<file path="src/rtl/gray_step_monitor.sv">
// -----------------------------------------------------------------------------
// gray_step_monitor
//
// Consumer/checker for a W-bit Gray counter. On each Valid strobe the Gray code
// is sampled, converted to binary, and checked to be exactly one legal forward
// step from the last accepted code. Legal steps and max-to-0 wraps are counted
// (both saturating). Any illegal transition latches a sticky fault with a class
// code until Clear is asserted in FAULT.
//
// Ports:
//   Clk        in   1      rising-edge clock
//   Reset      in   1      synchronous, active-high, highest priority
//   Gray       in   W      Gray code from the upstream counter
//   Valid      in   1      sample strobe
//   Clear      in   1      leaves FAULT for IDLE (ignored in other states)
//   Bin        out  W      binary value of the last accepted Gray code
//   StepCount  out  CNT_W  legal forward steps, saturating
//   Wraps      out  8      max-to-0 steps, saturating at 255
//   Locked     out  1      high while in LOCKED
//   Error      out  1      high while in FAULT
//   ErrCode    out  2      00 none, 01 multi-bit, 10 backward, 11 jump
//   DbgState   out  2      FSM state: 0 IDLE, 1 LOCKED, 2 FAULT
//
// Handshake: Valid is a one-cycle sample qualifier with no back-pressure;
// a sample is consumed on every rising edge where Valid=1 and the FSM is in
// IDLE or LOCKED. Outputs reflect that sample after the same edge.
// -----------------------------------------------------------------------------
module gray_step_monitor #(
  parameter int W     = 3,
  parameter int CNT_W = 16
) (
  input  logic             Clk,
  input  logic             Reset,
  input  logic [W-1:0]     Gray,
  input  logic             Valid,
  input  logic             Clear,
  output logic [W-1:0]     Bin,
  output logic [CNT_W-1:0] StepCount,
  output logic [7:0]       Wraps,
  output logic             Locked,
  output logic             Error,
  output logic [1:0]       ErrCode,
  output logic [1:0]       DbgState
);

  typedef enum logic [1:0] {
    ST_IDLE   = 2'd0,
    ST_LOCKED = 2'd1,
    ST_FAULT  = 2'd2
  } state_t;

  localparam logic [1:0] EC_NONE  = 2'b00;
  localparam logic [1:0] EC_MULTI = 2'b01;
  localparam logic [1:0] EC_BACK  = 2'b10;
  localparam logic [1:0] EC_JUMP  = 2'b11;

  state_t           r_state;
  logic [W-1:0]     r_prev_g;
  logic [W-1:0]     r_bin;
  logic [CNT_W-1:0] r_step_cnt;
  logic [7:0]       r_wraps;
  logic [1:0]       r_err_code;

  state_t           w_state_nxt;
  logic [W-1:0]     w_prev_g_nxt;
  logic [W-1:0]     w_bin_nxt;
  logic [CNT_W-1:0] w_step_cnt_nxt;
  logic [7:0]       w_wraps_nxt;
  logic [1:0]       w_err_code_nxt;

  logic [W-1:0]     w_nb;
  logic [3:0]       w_diff_cnt;
  logic [W-1:0]     w_bin_inc;
  logic [W-1:0]     w_bin_dec;

  // Gray to binary: each binary bit is the XOR of all Gray bits at or above it.
  function automatic logic [W-1:0] g2b(input logic [W-1:0] g);
    logic [W-1:0] b;
    b[W-1] = g[W-1];
    for (int i = W - 2; i >= 0; i--) begin
      b[i] = b[i+1] ^ g[i];
    end
    return b;
  endfunction

  // Number of set bits; W <= 8 so four bits are enough.
  function automatic logic [3:0] popcnt(input logic [W-1:0] v);
    logic [3:0] c;
    c = '0;
    for (int i = 0; i < W; i++) begin
      c = c + 4'(v[i]);
    end
    return c;
  endfunction

  always_comb begin
    w_nb       = g2b(Gray);
    w_diff_cnt = popcnt(Gray ^ r_prev_g);
    w_bin_inc  = r_bin + W'(1);
    w_bin_dec  = r_bin - W'(1);

    w_state_nxt    = r_state;
    w_prev_g_nxt   = r_prev_g;
    w_bin_nxt      = r_bin;
    w_step_cnt_nxt = r_step_cnt;
    w_wraps_nxt    = r_wraps;
    w_err_code_nxt = r_err_code;

    case (r_state)
      ST_IDLE: begin
        // First sample only establishes the reference; it is not a step.
        if (Valid) begin
          w_prev_g_nxt = Gray;
          w_bin_nxt    = w_nb;
          w_state_nxt  = ST_LOCKED;
        end
      end

      ST_LOCKED: begin
        // An unchanged code is a stall, not an error.
        if (Valid && (w_diff_cnt != 4'd0)) begin
          if ((w_diff_cnt == 4'd1) && (w_nb == w_bin_inc)) begin
            w_prev_g_nxt = Gray;
            w_bin_nxt    = w_nb;
            if (r_step_cnt != '1) begin
              w_step_cnt_nxt = r_step_cnt + CNT_W'(1);
            end
            if ((r_bin == '1) && (w_nb == '0) && (r_wraps != 8'hFF)) begin
              w_wraps_nxt = r_wraps + 8'd1;
            end
          end else begin
            // Bin, prev_g and counters keep their last good values.
            w_state_nxt = ST_FAULT;
            if (w_diff_cnt != 4'd1) begin
              w_err_code_nxt = EC_MULTI;
            end else if (w_nb == w_bin_dec) begin
              w_err_code_nxt = EC_BACK;
            end else begin
              w_err_code_nxt = EC_JUMP;
            end
          end
        end
      end

      ST_FAULT: begin
        // Valid is ignored here, even when it coincides with Clear.
        if (Clear) begin
          w_err_code_nxt = EC_NONE;
          w_state_nxt    = ST_IDLE;
        end
      end

      default: begin
        w_state_nxt = ST_IDLE;
      end
    endcase
  end

  always_ff @(posedge Clk) begin
    if (Reset) begin
      r_state    <= ST_IDLE;
      r_prev_g   <= '0;
      r_bin      <= '0;
      r_step_cnt <= '0;
      r_wraps    <= '0;
      r_err_code <= EC_NONE;
    end else begin
      r_state    <= w_state_nxt;
      r_prev_g   <= w_prev_g_nxt;
      r_bin      <= w_bin_nxt;
      r_step_cnt <= w_step_cnt_nxt;
      r_wraps    <= w_wraps_nxt;
      r_err_code <= w_err_code_nxt;
    end
  end

  // Locked/Error are pure decodes of the state register, so still registered.
  assign Bin       = r_bin;
  assign StepCount = r_step_cnt;
  assign Wraps     = r_wraps;
  assign Locked    = (r_state == ST_LOCKED);
  assign Error     = (r_state == ST_FAULT);
  assign ErrCode   = r_err_code;
  assign DbgState  = r_state;

endmodule

</file>
<file path="config.mk">
export PLATFORM = sky130hd
export DESIGN_NAME = gray_step_monitor
export DESIGN_NICKNAME = d
export VERILOG_FILES = /design/src/rtl/gray_step_monitor.sv
export SDC_FILE = /design/constraint.sdc
export NUM_CORES = 1
export LEC_CHECK = 0
export CORE_MARGIN = 2
export CORE_UTILIZATION = 50
export DETAILED_ROUTE_END_ITERATION = 12
export DONT_BUFFER_PORTS = 1
export PLACE_DENSITY = 0.74
export SYNTH_ARGS = -nofsm -noshare
export SYNTH_HDL_FRONTEND = slang
export SYNTH_SLANG_ARGS = --single-unit
</file>
<file path="constraint.sdc">
create_clock -name Clk -period 6.3 [get_ports Clk]
set_clock_uncertainty 0.1 [all_clocks]
set_input_delay 0.945 -clock Clk [delete_from_list [all_inputs] [get_ports Clk]]
set_output_delay 0.945 -clock Clk [all_outputs]
set_load 0.02 [all_outputs]
</file>
==> results of run 1 <==
==> critical path, delay by kind of cell <==
| family | cells | cell delay, ns |
|---|---|---|
| adders and majority gates | 1 | 0.48 |
| xor gates and xnor gates | 1 | 0.25 |
| muxes | 1 | 0.37 |
| and+or+nand+nor | 4 | 1.69 |
==> worst max-delay path by stage <==
stage                    end  slack, ns  startpoint  cells past startpoint
3_3_place_gp   StepCount[13]       2.49     Gray[2]                      7
4_1_cts        StepCount[13]       2.71     Gray[2]                      7
3_5_place_dp   StepCount[13]       2.34     Gray[2]                      7
6_report       StepCount[13]       2.71     Gray[2]                      7
2_1_floorplan  StepCount[13]       2.75     Gray[2]                      9
5_1_grt        StepCount[13]       2.44     Gray[2]                      7
==> routing by layer <==
metal	vias up	wire, um	part of all wire, %
met1	678	1540	41
met2	51	1810	48
met5	-	0	0
met3	14	290	7.7
met4	0	107	2.9
li1	700	-	-
==> cell families after synthesis <==
family	after synthesis	synth area share, %
DFF	33	38.5
muxes	7	4.16
and+or+nand+nor	84	26.7
adders and majority gates	7	5.54
xor gates and xnor gates	18	10.1
buffers and inverters	15	4.08
AOI/OAI and AO/OA	30	10.9
==> area by class of cell <==
class / instances / area share (%)
Multi-Input combinational cell: 146 / 54.8
Sequential cell: 33 / 36.8
Clock buffer: 7 / 3.62
Tap cell: 46 / 3.21
Inverter: 6 / 1.25
Clock inverter: 1 / 0.279
==> sequential cells by signal, summed over array words and instances, names as in the netlist <==
signal,flops
ErrCode,2
Bin,2
r_prev_g,3
StepCount,16
Wraps,8
DbgState,2
==> where the power goes <==
part / internal, mW / switching (mW)
Clock: 0.0646 / 0.0723
Sequential: 0.214 / 0.0112
Combinational: 0.0197 / 0.0279
Total: 0.298 / 0.111
==> placed cells by master, fill, tap and decap left out, drive strengths merged, types with 3 or more instances in the layout <==
cell type | netlist | final
nor4b | 3 | 3
nor2 | 20 | 20
a21oi | 13 | 13
nor2b | 6 | 6
or4 | 8 | 8
mux2i | 6 | 6
o21ai | 3 | 3
inv | 6 | 6
ha | 6 | 6
nand3 | 11 | 11
nand2 | 10 | 10
and3 | 3 | 3
dfxtp | 33 | 33
xnor2 | 14 | 14
clkbuf | 5 | 7
o31ai | 7 | 7
or3 | 4 | 4
xor2 | 3 | 3
nor4 | 7 | 7
nand4 | 9 | 9
==> results.md, run 1 <==
* Vias post-DR at 1443
* Longest Clk Path Bufs at 2
* Synthesized instance count at roughly 190
* # rows at 21
* Maxcap violations at 0
* Layout cells sized above 1 at 6.74%
* Mean Syn Cell Area at 8.84 sq um
* Post-cts resize count at 0
* # IOs at 40
* Clock-pin slew on the worst setup and hold paths at 0.11 ns
* Placed cells at about 230
* Finished Layout Cells at roughly 240
* Reg2Reg Setup Slack at 2.76 ns
* PwrDens at between 200 and 250 nW/um^2
* CP cell instances: xnor2_1 -> fa_1 -> nor2b_1 -> nand4_2 -> or3_1 -> nor4_1 -> mux2_2
* Unrepaired setup endpoints after global routing: no
* Tmin final at 3.59 ns
* Startpoint Class: input pin
* Seq/Total Area, Yosys at between 30% and 40%
* Total clock sinks at 33
* Via/cell ratio at about 6.0
* Worst Max-Slew Pin Slew at between 0.8 and 0.9 ns
* Min-Delay Startpoint: r_prev_g[1]
* Critical path type: in2reg
* Overall power at between 0.4 and 0.5 mW
* Worst r2r src: r_prev_g[2]
* WHS Path Cells at 2
* Initial antenna violation count at 0
* Grt peak-use layer: met2
* CTS buffer count at 5
* Post-synth cell types at 35
* Core area at around 3300 sq um
* Cell with the most instances after synthesis: dfxtp_1
* WHS Endpoint: r_prev_g[1]
* Die Y at around 63 um
* Worst r2r dst: StepCount[13]
* 1st-pass router iterations at 4
* Clk root buf: clkbuf_4
* GRT Resource Usage Total at around a fifth
* FF+latch area at about 660 sq um
* N_diodes at 0
* CP endpoint kind: flip-flop
* Die X at about 63 um
* Tcrit/Tclk final at 57.0%
* Multi-input logic area at 985 sq um
* Hold WC Path Type: reg2reg
* Warnings, synthesis at 0
* Max_slew headroom at 43.8%
* RePlAce Congestion at between 0.8 and 0.9
* CTS Hold Bufs at 0
* TritonCTS clock tree: yes
* Min Hold Slack at 0.435 ns
* Clk_lat worst skew at between 0.3 and 0.4 ns
* VDD IR-drop max at about 0.15 mV
* Post-Syn Area at between 1500 and 2000 sq um
* ANT nets after route at 0
* Residual DRC count at 0
* Met1 Use GR at about a fifth
* EDFF count, synth at 0
* Synth top area share at roughly 39%
* Yosys reg bits at 33
* Max incr delay on CP at between 0.7 and 0.8 ns
* H-tree Lvls at 2
* Total gr overflow at 0
* Setup Fix Bufs, Post-CTS at 0
* DP Worst Slack at ~2.3 ns
* Lkg Pwr at between 0.5 and 0.6 nW
* First-pass GRT wire length at between 6 and 7 mm
* Top cells by count, synth: dfxtp_1 (33), nor2_1 (20), xnor2_1 (14)
* Final Cell Area at about 1800 sq um
* Area growth syn-to-layout at 4.67%
* Async set-reset flop share out of synthesis at 0%
* DP Area at about 1700 sq um
* Final Setup Violations at 0
* Status: finished, final reports clean
* Dpl hpwl at 2.69 mm
* Vias in the first global route at roughly 1400
* Core Util, Final at 54.2%
* Fill count at ~320
* Initial Utilization at 51.8%
* Syn_nets at about 210
* Synth top area cells: dfxtp_1 (39%), xnor2_1 (7.1%), ha_1 (4.4%)
* Final net count at 206
* Critical Path AT at approximately 3.7 ns
* Largest net degree at the start of global routing at 36
* GR Util met2 at 33.3%
* Maximum clock frequency at 0.279 GHz
* DRT iter0 DRCs at around 100
* Required time worst endpoint at roughly 6.5 ns
* Port bufs at 0
* FF-to-FF path depth at 7
* Setup_tns at 0 ns
* Final Max Tran Viols at 0
* Final worst-path setup slack at 2.71 ns
* Worst Path Max Fanout at 21
* CP max-delay cell: or3_1
* Met3 Resource Use GR at between 7 and 8%
* Top_reg_cell synth: dfxtp_1
* DRT Wirelength at 3.75 mm
* Area leader, netlist: dfxtp_1
* Final count of hold timing violations at 0
* Avg WL per Cell at around 16 um
* Die area at 3920 sq um
(Power assumes the default switching activity.)
==> run 2: changes to the inputs <==
- PLACE_DENSITY: 0.74 -> 0.77
- clock period: 6.3 -> 2.91 ns (I/O delays scaled with it)
==> run 2 against run 1 <==
- sequential share of layout area is 1.9 points lower
- highest routed layer unchanged
- worst hold slack worse by 0.38 ns
- power is 110% higher
- design area is 5.6% higher
- sequential cell count stayed put
- global-route usage is 0.50 points higher
- utilization is 3.0 points higher
- wire length is 0.45% lower
- first-iteration DRC count is 4.8% higher
- final cell count is 4.6% higher
- combinational power grew to 2.8 times the previous value
==> results.md, run 2 (same netlist as run 1, synthesis figures left out) <==
* DP Area at 1830 sq um (+6.0%)
* Maximum clock frequency at 0.364 GHz
* Net load switching power at 0.239 mW (+110%)
* CP cell instances: xnor2_2 -> fa_1 -> nor2b_2 -> nand4_2 -> or3_1 -> buf_6 -> or4_1 -> a21oi_1
* RePlAce Congestion at 0.783 (-5.6%)
* Comb pwr share at 15.3% (+3.7 points)
* Initial Utilization at 51.8% (unchanged)
* Worst Path Max Fanout at 20 (-4.8%)
* Final Cell Area at 1900 sq um (+5.6%)
* Max incr delay on CP at 0.49 ns (-0.24 ns)
* Clock-pin slew on the worst setup and hold paths at 0.10 ns (about the same)
* Longest Clk Path Bufs at 2 (unchanged)
* Layout cells sized above 1 at 13.2% (+6.5 points)
* Tmin final at 2.75 ns
* Required time worst endpoint at 3.08 ns (-3.37 ns)
* PwrDens at 462 nW/um^2 (+100%)
* Reg2Reg Setup Slack at 0.16 ns (-2.60 ns)
* Port bufs at 0 (unchanged)
* Die X at 62.6 um (unchanged)
* Final net count at 218 (+5.8%)
* Vias post-DR at 1477 (+2.4%)
* Worst r2r src: r_prev_g[0]
* CP endpoint kind: flip-flop
* Die area at 3920 sq um (unchanged)
* Total gr overflow at 0 (unchanged)
* Maxcap violations at 0 (unchanged)
* Setup_tns at 0 ns (unchanged)
* 1st-pass router iterations at 4 (unchanged)
* Area growth syn-to-layout at 10.5%
* Dpl hpwl at 2.69 mm (about the same)
* Lkg Pwr at 0.663 nW (+11%)
* WHS Path Cells at 1 (-1)
* Final Setup Violations at 0 (unchanged)
* Tcrit/Tclk final at between 90% and 100%
* CTS buffer count at 5 (unchanged)
* Pint at 0.638 mW (+110%)
* FF-to-FF path depth at 8 (+1)
* Flop pwr share at 54.8% (-0.2 points)
* Unrepaired setup endpoints after global routing: no
* CP max-delay cell: fa_1
* Max FFs per register at 16 (unchanged)
* Largest net degree at the start of global routing at 36 (unchanged)
* Status: finished, final reports clean
* CTS Hold Bufs at 0 (unchanged)
* Final count of hold timing violations at 0 (unchanged)
* Max_slew headroom at 66.7% (+23 points)
* Hold WC Path Type: in2reg
* First-pass GRT wire length at 6.30 mm (+3.3%)
* Worst Max-Slew Pin Slew at 0.499 ns (-0.337 ns)
* Total clock sinks at 33 (unchanged)
* Critical path type: reg2reg
* VDD IR-drop max at 0.262 mV (+71%)
* Worst r2r dst: StepCount[7]
* Startpoint Class: flip-flop
* Initial antenna violation count at 0 (unchanged)
* WHS Endpoint: StepCount[8]
* H-tree Lvls at 2 (unchanged)
* Vias in the first global route at 1460 (+7.7%)
* TritonCTS clock tree: yes
* Final Max Tran Viols at 0 (unchanged)
* N_diodes at 0 (unchanged)
* Switching part of the total at 27.2% (+0.033 points)
* Clock network fraction of total power at 30.0% (-3.4 points)
* Residual DRC count at 0 (unchanged)
* Leading cell type in the layout, fill and taps excluded: dfxtp_1
* Clk_lat worst skew at 0.34 ns (about the same)
* Avg WL per Cell at 14.9 um (-4.8%)
* Min-Delay Startpoint: Reset
* Core area at 3310 sq um (unchanged)
* Critical Path AT at 2.92 ns (-0.82 ns)
* Die Y at 62.6 um (unchanged)
* DRT Wirelength at 3.74 mm (-0.45%)
* Min Hold Slack at 0.0514 ns (-0.384 ns)
* Most frequent cells in the layout: dfxtp_1 (33), nor2_1 (20), a21oi_1 (13), xnor2_1 (12)
* Via/cell ratio at 5.91 (-2.1%)
* ANT nets after route at 0 (unchanged)
* # rows at 21 (unchanged)
* Clk root buf: clkbuf_4
* # IOs at 40 (unchanged)
* DRT iter0 DRCs at 109 (+4.8%)
* GRT Resource Usage Total at 20.0% (+0.50 points)
[run 2: what timing repair did]
item | CTS | global route
endpoints found under the setup margin | 0 | 3
setup buffers | 0 | 0
resized for setup | 0 | 2
[run 2: routing by layer]
| layer | GRT usage, % | vias to the layer above | share of wire (%) |
|---|---|---|---|
| met3 | 7.39 | 11 | 6.0 |
| met5 | 0 | - | 0 |
| met4 | 10.8 | 0 | 2.6 |
| met1 | 22.2 | 701 | 43 |
| met2 | 33.1 | 38 | 49 |
| li1 | - | 727 | - |
[run 2: worst max path at each step]
stage,startpoint,endpoint,slack [ns],depth (start not counted)
6_report,r_prev_g[0],StepCount[7],0.16,8
5_1_grt,r_prev_g[0],StepCount[7],0.02,8
4_1_cts,r_prev_g[2],StepCount[11],0.12,8
3_5_place_dp,Gray[0],StepCount[11],0.05,8
3_3_place_gp,Gray[0],StepCount[5],0.14,8
2_1_floorplan,Gray[2],StepCount[13],0.02,9
[run 2: per-stage QoR]
| step | total power [mW] | worst slack (ns) | util [%] | instances |
|---|---|---|---|---|
| after floorplan | 0.596 | 0.0172 | - | 194 |
| after global placement | 0.615 | 0.140 | 55.3 | 243 |
| after detailed placement | 0.622 | 0.0548 | 55.3 | 243 |
| after CTS | 0.886 | 0.125 | 56.9 | 250 |
| after global routing | 0.924 | 0.0228 | 57.3 | 250 |
| final | 0.877 | 0.160 | 57.3 | 250 |
[run 2: power groups by stage]
stage | clock network (mW) | registers [mW] | logic (mW)
3_3_place_gp | 0 | 0.489 | 0.126
5_1_grt | 0.297 | 0.482 | 0.144
6_report | 0.263 | 0.480 | 0.134
4_1_cts | 0.273 | 0.480 | 0.133
3_5_place_dp | 0 | 0.490 | 0.132
2_1_floorplan | 0 | 0.493 | 0.103
[run 2: critical path: cells and delay by family, from the launching register on]
kind            cells  cell delay [ns]
buf+inv             1             0.18
xor+xnor            1             0.21
compound gates      1             0.15
flops               1             0.35
simple gates        4             1.21
fa+ha+maj           1             0.49
[run 2: cell type report]
type | count | area [sq um]
clock buffer | 7 | 55.1
fill | 314 | 1420
inverter | 6 | 22.5
multi-input combinational | 146 | 1010
sequential | 33 | 661
tap | 46 | 57.6
timing repair buffer | 12 | 93.8
==> run 3: changes to the inputs <==
--- a/config.mk
+++ b/config.mk
@@ -6,4 +6,5 @@
 export NUM_CORES = 1
 export LEC_CHECK = 0
+export ABC_AREA = 1
 export CORE_MARGIN = 2
 export CORE_UTILIZATION = 50
@@ -11,4 +12,5 @@
 export DONT_BUFFER_PORTS = 1
 export PLACE_DENSITY = 0.77
+export SETUP_SLACK_MARGIN = 0.05
 export SYNTH_ARGS = -nofsm -noshare
 export SYNTH_HDL_FRONTEND = slang
==> constraint.sdc (replaced) <==
create_clock -name Clk -period 2.91 [get_ports Clk]
set_clock_uncertainty 0.1 [all_clocks]
set_input_delay 0 -clock Clk [delete_from_list [all_inputs] [get_ports Clk]]
set_output_delay 0 -clock Clk [all_outputs]
set_load 0.02 [all_outputs]
==> run 3 against run 2 <==
- critical path depth grew 4
- first-iteration DRC count shrank 10%
- wire length grew 26%
- combinational power grew 63%
- via count grew 32%
- worst setup slack gained 0.21 ns
- synthesized area grew 25%
- design area grew 21%
- worst hold slack lost 0.0016 ns
- clock power grew 21%
- sequential share of layout area shrank 6.1 points
- sequential cell count is the same
- critical endpoint is now StepCount[8]
==> results.md, run 3 <==
* Status: finished, final reports clean
* Final Max Tran Viols at 0 (unchanged)
* Maxcap violations at 0 (unchanged)
* Max_slew headroom at 55.2% (-11 points)
* Tcrit/Tclk final at 87.3% (-7.2 points)
* Area growth syn-to-layout at 6.99%
* Comb pwr share at 21.0% (+5.7 points)
* Min Hold Slack at 0.0498 ns (-0.00157 ns)
* # IOs at 40 (unchanged)
* Clk root buf: clkbuf_8
* Top Metal Used: met4
* Die X at 69.6 um (+11%)
* Tmin final at 2.54 ns (-0.208 ns)
* VDD IR-drop max at 0.274 mV (+4.5%)
* Via/cell ratio at 5.33 (-9.8%)
* Final count of hold timing violations at 0 (unchanged)
* Most frequent CP cell: nand2_1
* Maximum clock frequency at 0.393 GHz (+8.2%)
* Cell with the most instances after synthesis: nand2_1
* N_diodes at 0 (unchanged)
* Worst Max-Slew Pin Slew at 0.669 ns (+0.170 ns)
* Pint at 0.701 mW (+10%)
* Total gr overflow at 0 (unchanged)
* DRT Wirelength at 4.71 mm (+26%)
* Syn_nets at 325 (+56%)
* Async set-reset flop share out of synthesis at 0% (unchanged)
* Required time worst endpoint at 2.99 ns (-0.09 ns)
* FF+latch area at 661 sq um (unchanged)
* Critical path type: reg2reg
* CP endpoint kind: flip-flop
* Lkg Pwr at 1.03 nW (+56%)
* Met2 Wirelength at 2.15 mm (+18%)
* Largest net degree at the start of global routing at 28 (-22%)
* Multi-input logic area at 1310 sq um (+30%)
* Mean Syn Cell Area at 6.91 sq um (-22%)
* Layout cells sized above 1 at 12.9% (-0.30 points)
* Core area at 4060 sq um (+23%)
* TritonCTS clock tree: yes
* Fill count at 405 (+29%)
* Die area at 4840 sq um (+24%)
* Leading cell type in the layout, fill and taps excluded: nand2_1
* 1st-pass router iterations at 5 (+1)
* Total clock sinks at 33 (unchanged)
* Hold WC Path Type: in2reg
* Post-Syn Area at 2150 sq um (+25%)
* Port bufs at 0 (unchanged)
* Top_reg_cell synth: dfxtp_1
* Initial antenna violation count at 0 (unchanged)
* Clk_lat worst skew at 0.28 ns (-0.06 ns)
* H-tree Lvls at 2 (unchanged)
* Die Y at 69.6 um (+11%)
* Core Util, Final at 56.7% (-0.58 points)
* First-pass GRT wire length at 8.20 mm (+30%)
* Seq/Total Area, Yosys at 30.7% (-7.8 points)
* Longest Clk Path Bufs at 2 (unchanged)
* # rows at 23 (+9.5%)
* Clock-pin slew on the worst setup and hold paths at 0.06 ns (-0.04 ns)
* Unrepaired setup endpoints after global routing: no
* Synthesized instance count at 311 (+60%)
* Net load switching power at 0.335 mW (+40%)
* DRT iter0 DRCs at 98 (-10%)
* Flop pwr share at 48.2% (-6.6 points)
* ANT nets after route at 0 (unchanged)
* Most frequent cells in the layout: nand2_1 (81), nor2_1 (43), dfxtp_1 (33), nand3_1 (28), inv_1 (25)
* Yosys reg bits at 33 (unchanged)
* CP cell instances: inv_1 -> nand2_1 -> nand2_1 -> fa_1 -> a21boi_1 -> nand2_1 -> clkinv_2 -> nand3_4 -> nor2_8 -> nand3_1 -> nand2_1 -> nor2_1
* Dpl hpwl at 3.38 mm (+26%)
* CTS buffer count at 5 (unchanged)
* PwrDens at 450 nW/um^2 (-2.6%)
* Final net count at 332 (+52%)
* Setup_tns at 0 ns (unchanged)
* EDFF count, synth at 0 (unchanged)
* Avg WL per Cell at 12.8 um (-14%)
* Startpoint Class: flip-flop
* Met3 wire length at 275 um (+22%)
* Clock network fraction of total power at 30.8% (+0.8 points)
* Critical Path AT at 2.62 ns (-0.30 ns)
* Area leader, netlist: dfxtp_1
* Vias in the first global route at 1885 (+29%)
* Synth top area cells: dfxtp_1 (31%), nand2_1 (14%), nor2_1 (7.5%)
* Max incr delay on CP at 0.52 ns (+0.03 ns)
* Residual DRC count at 0 (unchanged)
* Synth top area share at 30.7% (-7.8 points)
* Overall power at 1.04 mW (+18%)
* Initial Utilization at 53.0% (+1.2 points)
* Metal-1 WL at 2.22 mm (+39%)
* Post-synth cell types at 32 (-8.6%)
* Warnings, synthesis at 0 (unchanged)
* Post-cts resize count at 0 (unchanged)
* CP max-delay cell: fa_1
* GRT Resource Usage Total at 20.6% (+0.64 points)
* Vias post-DR at 1955 (+32%)
* RePlAce Congestion at 0.852 (+8.7%)
* Worst Path Max Fanout at 27 (+35%)
* Top cells by count, synth: nand2_1 (81), nor2_1 (43), dfxtp_1 (33)
* Final Setup Violations at 0 (unchanged)
* Max FFs per register at 16 (unchanged)
* Switching part of the total at 32.3% (+5.1 points)
run 3: cell count changes after synthesis, moves of 7 or more:
cell     previous run  this run
nand2_1            10        81
nor2_1             20        43
inv_1               6        25
nand3_1            11        28
xnor2_1            14         5
a21oi_2             0         8
or4_1               8         0
a21oi_1            13        20
nor4_1              7         0
o31ai_1             7         0
run 3: timing repair:
item / in CTS / in global routing
setup buffers: 0 / 0
setup endpoints to repair: 0 / 0
hold buffers: 6 / 0
endpoints found under the hold margin: 16 / 0
run 3: kinds of logic (layout without fill, tap and decap cells):
| logic type | count (synthesis) | after routing | synth area share (%) |
|---|---|---|---|
| XOR/XNOR | 10 | 10 | 4.07 |
| adder cells (fa/ha/maj) | 7 | 7 | 4.42 |
| buffers and inverters | 40 | 46 | 8.44 |
| AO/OA/AOI/OAI | 35 | 35 | 9.72 |
| flip-flops | 33 | 33 | 30.7 |
| AND/OR/NAND/NOR | 186 | 186 | 42.6 |
run 3: layout make-up:
cell class | count | share of cell area [%]
Timing Repair Buffer | 7 | 2.94
Sequential cell | 33 | 28.7
Multi-Input combinational cell | 238 | 56.9
Clock inverter | 1 | 0.218
Clock buffer | 5 | 2.99
Inverter | 33 | 5.55
Tap cell | 50 | 2.72
run 3: power by group through the flow:
| stage | clock [mW] | combinational, mW | sequential [mW] |
|---|---|---|---|
| 4_1_cts | 0.324 | 0.214 | 0.499 |
| 3_3_place_gp | 0 | 0.196 | 0.509 |
| 5_1_grt | 0.347 | 0.246 | 0.502 |
| 3_5_place_dp | 0 | 0.202 | 0.510 |
| 6_report | 0.319 | 0.218 | 0.499 |
| 2_1_floorplan | 0 | 0.178 | 0.506 |
run 3: metal layers:
| metal | global-route usage, % | vias up |
|---|---|---|
| met3 | 6.10 | 6 |
| met5 | 0 | - |
| met4 | 8.06 | 0 |
| met2 | 34.1 | 43 |
| met1 | 25.1 | 897 |
| li1 | - | 1009 |
run 3: worst max-delay path: cells and delay by family (launching register included):
kind	cells	cell delay [ns]
AO/OA/AOI/OAI	1	0.20
AND/OR/NAND/NOR	8	0.94
flip-flops	1	0.42
adder cells (fa/ha/maj)	1	0.52
buffers and inverters	2	0.25
run 3: final timing paths:
kind                from      endpoint  slack [ns]  cells past startpoint
max reg2reg  r_prev_g[2]  StepCount[8]        0.37                     12
min                Reset   DbgState[0]        0.05                      3
min reg2reg  r_prev_g[0]   r_prev_g[0]        0.38                      2
max          r_prev_g[2]  StepCount[8]        0.37                     12
run 3: stage by stage:
step                      setup slack (ns)  instance area (sq um)  std cells
after floorplan                      0.673                   2150        311
after global placement               0.499                   2170        355
after detailed placement             0.428                   2170        355
after CTS                            0.418                   2300        367
after global routing                0.0901                   2300        367
final                                0.368                   2300        367
